$ cat config.mk
export PLATFORM = sky130hd
export DESIGN_NAME = data_ram_arbiter
export DESIGN_NICKNAME = d
export VERILOG_FILES = /design/src/rtl/data_ram_arb_pkg.sv /design/src/rtl/data_ram_arb_pick.sv /design/src/rtl/data_ram_arbiter.sv
export SDC_FILE = /design/constraint.sdc
export NUM_CORES = 1
export LEC_CHECK = 0
export ABC_AREA = 1
export CAP_MARGIN = 20
export CORE_MARGIN = 3
export CORE_UTILIZATION = 34
export CTS_CLUSTER_DIAMETER = 150
export DETAILED_ROUTE_END_ITERATION = 6
export HOLD_SLACK_MARGIN = 0.02
export PLACE_DENSITY = 0.67
export SLEW_MARGIN = 20
export SYNTH_ARGS = -nofsm -noshare
export SYNTH_HDL_FRONTEND = slang
export SYNTH_HIERARCHICAL = 1
export SYNTH_SLANG_ARGS = --single-unit
export TNS_END_PERCENT = 5
$ cat constraint.sdc
create_clock -name clk -period 1.97 [get_ports clk]
set_clock_uncertainty 0.1 [all_clocks]
set_input_delay 0.197 -clock clk [delete_from_list [all_inputs] [get_ports clk]]
set_output_delay 0.197 -clock clk [all_outputs]
set_load 0.01 [all_outputs]
$ cat src/rtl/data_ram_arb_pkg.sv
// Shared encodings for the data RAM arbiter: FSM states, port ids and default widths.
package data_ram_arb_pkg;

  localparam int AW_DEF = 5;
  localparam int DW_DEF = 32;

  localparam logic [1:0] IDLE   = 2'd0;
  localparam logic [1:0] ACCESS = 2'd1;
  localparam logic [1:0] RESP   = 2'd2;

  localparam logic PORT_CPU = 1'b0;
  localparam logic PORT_DBG = 1'b1;

endpackage

$ cat src/rtl/data_ram_arb_pick.sv
// Combinational 2-way picker. DATA_RAM_ARB_RR_EN selects round-robin, else port 0 wins ties.
module data_ram_arb_pick
  import data_ram_arb_pkg::*;
(
  input  logic req0,
  input  logic req1,
  input  logic last_win,
  output logic any,
  output logic win
);

  assign any = req0 | req1;

`ifdef DATA_RAM_ARB_RR_EN
  // On a tie the port not served last wins; a lone requester always wins.
  always_comb begin
    win = PORT_CPU;
    if (req0 && req1) win = ~last_win;
    else if (req1)    win = PORT_DBG;
  end
`else
  logic unused_last;
  assign unused_last = last_win;

  always_comb begin
    win = PORT_CPU;
    if (!req0 && req1) win = PORT_DBG;
  end
`endif

endmodule

$ cat src/rtl/data_ram_arbiter.sv
// Two-port arbiter/sequencer for the byte-writable data RAM (async read, sync write).
// Arbitration policy is set by the DATA_RAM_ARB_RR_EN macro in data_ram_arb_pick.
module data_ram_arbiter
  import data_ram_arb_pkg::*;
#(
  parameter int AW = AW_DEF,
  parameter int DW = DW_DEF,
  localparam int BW = DW / 8
) (
  input  logic          clk,
  input  logic          resetn,
  input  logic          req0,
  input  logic          we0,
  input  logic [BW-1:0] be0,
  input  logic [AW-1:0] addr0,
  input  logic [DW-1:0] wdata0,
  input  logic          req1,
  input  logic          we1,
  input  logic [BW-1:0] be1,
  input  logic [AW-1:0] addr1,
  input  logic [DW-1:0] wdata1,
  output logic          gnt0,
  output logic          gnt1,
  output logic          rvalid0,
  output logic          rvalid1,
  output logic [DW-1:0] rdata0,
  output logic [DW-1:0] rdata1,
  output logic [BW-1:0] ram_wen,
  output logic [AW-1:0] ram_addr,
  output logic [DW-1:0] ram_wdata,
  input  logic [DW-1:0] ram_rdata
);

  logic [1:0]    state;
  logic          win;
  logic          last_win;
  logic          cmd_we;
  logic [BW-1:0] cmd_be;
  logic          any;
  logic          pick;
  logic          arb_ok;

  data_ram_arb_pick u_pick (
    .req0     (req0),
    .req1     (req1),
    .last_win (last_win),
    .any      (any),
    .win      (pick)
  );

  assign arb_ok = (state == IDLE) || (state == RESP);

  // ram_addr/ram_wdata are the latched command itself, so the RAM sees it for the whole ACCESS cycle.
  always_ff @(posedge clk or negedge resetn) begin
    if (!resetn) begin
      state     <= IDLE;
      win       <= PORT_CPU;
      last_win  <= PORT_DBG;  // priority pointer starts at port 0
      cmd_we    <= 1'b0;
      cmd_be    <= '0;
      ram_addr  <= '0;
      ram_wdata <= '0;
      rdata0    <= '0;
      rdata1    <= '0;
    end else begin
      case (state)
        IDLE, RESP: begin
          if (any) begin
            state    <= ACCESS;
            win      <= pick;
            last_win <= pick;
            if (pick == PORT_CPU) begin
              cmd_we    <= we0;
              cmd_be    <= be0;
              ram_addr  <= addr0;
              ram_wdata <= wdata0;
            end else begin
              cmd_we    <= we1;
              cmd_be    <= be1;
              ram_addr  <= addr1;
              ram_wdata <= wdata1;
            end
          end else begin
            state <= IDLE;
          end
        end
        ACCESS: begin
          state <= RESP;
          // Write responses return zero so a stale read value never leaks out.
          if (win == PORT_CPU) rdata0 <= cmd_we ? '0 : ram_rdata;
          else                 rdata1 <= cmd_we ? '0 : ram_rdata;
        end
        default: state <= IDLE;
      endcase
    end
  end

  assign ram_wen = (state == ACCESS) ? (cmd_be & {BW{cmd_we}}) : '0;
  assign gnt0    = (state == ACCESS) && (win == PORT_CPU);
  assign gnt1    = (state == ACCESS) && (win == PORT_DBG);
  assign rvalid0 = (state == RESP)   && (win == PORT_CPU);
  assign rvalid1 = (state == RESP)   && (win == PORT_DBG);

endmodule

==> summary.txt <==
Pwr
  – Sw Share: 32.6%
  – Clock share of power: 20.8%
  – Power Density: 1070 mW/mm^2
  – Reg power frac: 40.0%
  – Comb power frac: 39.2%
  – Peak VDD IR: 0.000437 V
  – Net Switching: 2.73 mW
  – Cell leakage power: 4.12 nW
  – Cell internal pwr: 5.64 mW

Critical path
  – Crit-path max cell delay: 0.45 ns
  – CP Class: flop to output pin
  – Worst r2r src: state[0]
  – CP startpoint: state[0]
  – CP bufs+invs: 3
  – Critical-path top delay cell: dfrtp_2
  – Setup crit end kind: output pin
  – CP Cell Sequence: inv_2 > nor2_4 > inv_1 > nor2_1 > dlygate4sd2_1
  – Worst endpoint required time: 1.67 ns
  – WP data arrival: 1.45 ns
  – Reg-to-Reg End: ram_wdata[13]
  – CP Depth: 5
  – Reg2Reg Setup Slack: 0.42 ns
  – CP startpoint kind: flop
  – CP Max Fanout: 6
  – Reg2reg path depth: 5
  – Crit-path leading delay family: flip-flops

Timing
  – Worst Max-Slew Pin Slew: 0.733 ns
  – Setup-failing EPs final: 0
  – Final WS setup: 0.228 ns
  – Tmin final: 1.74 ns
  – Post-Route Setup TNS: 0 ns
  – Crit share post-route: 88.4%
  – Unrepaired setup endpoints after global routing: false
  – Final Hold Viols: 0
  – Max-slew violation count: 0
  – Fmax: 0.574 GHz
  – Max-Slew Margin vs Limit: 51.0%
  – Hold Slack: 0.240 ns

Floorplan
  – Core Area: 0.0141 sq mm
  – Initial core utilization: 35.5%
  – Site row count: 43
  – Chip width: 128 um
  – # IOs: 229
  – Die ar.: 0.0163 sq mm
  – Die height: 128 um

Cells and area
  – Post-route insts no fill: 1089
  – Commonest non-fill, non-tap cell in the layout: nand2_1
  – Fillers: 1372
  – Inserted Diodes: 0
  – Nets: 1024
  – Register area: 0.00273 sq mm
  – Multi-input gate area: 0.00197 sq mm
  – Commonest non-fill, non-tap cells in the layout: nand2_1 (386), clkdlybuf4s50_1 (219), dfrtp_1 (107)
  – Area Overhead vs Synth: 56.2%
  – Layout cell share with drive strength beyond 1: 4.84%

Yosys
  – Cells after Synth: 687
  – Syn Area/Cell: 7.31 sq um
  – Yosys Warn Count: 6
  – Synth Cell Area: 0.00502 sq mm
  – Syn nets: 807

GRT
  – Vias in the first global route: 4798
  – M3 GR Usage: 5.94%
  – Global-route wire length before repair: 24200 um
  – Initial antenna violation count: 0
  – GR Util met2: 30.0%
  – Tot GR Track Use: 18.7%
  – GRT busiest layer: met2
  – Routing usage on met1: 24.0%
  – Pin count of the biggest net entering global routing: 66
  – Overflow after GRT: 0

Routing
  – Routed len/inst: 14.0 um
  – ANT nets after route: 0
  – DRT Pass-1 Iters: 4
  – # DRC: 0
  – First DRT Iteration DRCs: 236
  – Vias per cell: 4.52
  – WL final: 15200 um
  – DR vias: 4927

Clock network
  – CTS Sinks: 109
  – Clock latency on the worst-skew pair: 0.34 ns
  – CTS tree: done
  – CTS Buffer Depth: 2
  – TritonCTS buffer count: 9
  – Clock slew at reported path FFs: 0.07 ns
  – H-Tree Depth: 3
  – Clock root buffer: clkbuf_16

Place
  – DPL Wire Length: 10900 um
  – Gpl congestion: 0.773
  – Post-place setup slack: 0.103 ns
  – Placed Instances: 1071
  – Port-buffer cells: 228

Status
  – Status: complete, no violations

Job
  – Max_cap viols: 0

Hold path
  – Min-Delay Path Class: input port to async pin
sequential cells by signal (all words and copies together), names as in the netlist:
register,count
ram_wdata,32
rdata0,32
rdata1,32
ram_addr,5
cmd_be,4
state,2
cmd_we,1
win,1
worst max path at each step:
stage | to | slack (ns)
2_1_floorplan | rvalid1 | 0.57
3_3_place_gp | ram_wdata[26] | 0.14
3_5_place_dp | ram_wdata[13] | 0.10
4_1_cts | rvalid0 | -0.06
5_1_grt | ram_wen[2] | 0.12
6_report | ram_wen[2] | 0.23
power groups by stage:
stage | logic, mW | registers [mW] | clock network (mW)
finish | 3.28 | 3.35 | 1.74
global route | 3.59 | 3.45 | 1.86
CTS | 3.33 | 3.36 | 1.79
detailed placement | 3.32 | 3.38 | 0
global placement | 3.29 | 3.38 | 0
floorplan | 0.984 | 3.65 | 0
repair_timing:
item / 4_1_cts / 5_1_grt
setup buffers: 0 / 1
hold buffers: 1 / 0
resized for setup: 9 / 4
endpoints found under the hold margin: 28 / 0
endpoints found under the setup margin: 8 / 2
per-stage QoR:
stage | area, sq um | total power [mW] | utilization [%]
after detailed placement | 7530 | 6.71 | 53.2
after global placement | 7530 | 6.67 | 53.2
after global routing | 7850 | 8.90 | 55.5
after CTS | 7830 | 8.48 | 55.3
final | 7850 | 8.36 | 55.5
after floorplan | 5020 | 4.64 | -
final cells by class:
cell class / count / area share [%]
repair buffers: 247 / 31.6
clock buffers: 11 / 3.22
well taps: 180 / 2.87
flip-flops and latches: 109 / 34.8
clock inverters: 5 / 0.430
inverters: 43 / 2.06
multi-input cells: 494 / 25.1
worst reg2reg max path, cell delays in order, from the launching register on:
cell and delay (ns):
dfrtp_2 0.45, buf_4 0.15, nor2_4 0.04, inv_2 0.53, nand2_1 0.13, nand2_1 0.10
layer usage:
metal	up-vias	share of wire, %	wire length (um)
li1	2501	-	-
met1	2212	43	6570
met2	195	45	6870
met3	19	10	1520
met4	0	1.8	271
met5	-	0	0
Power figures use the tool's default switching activity.
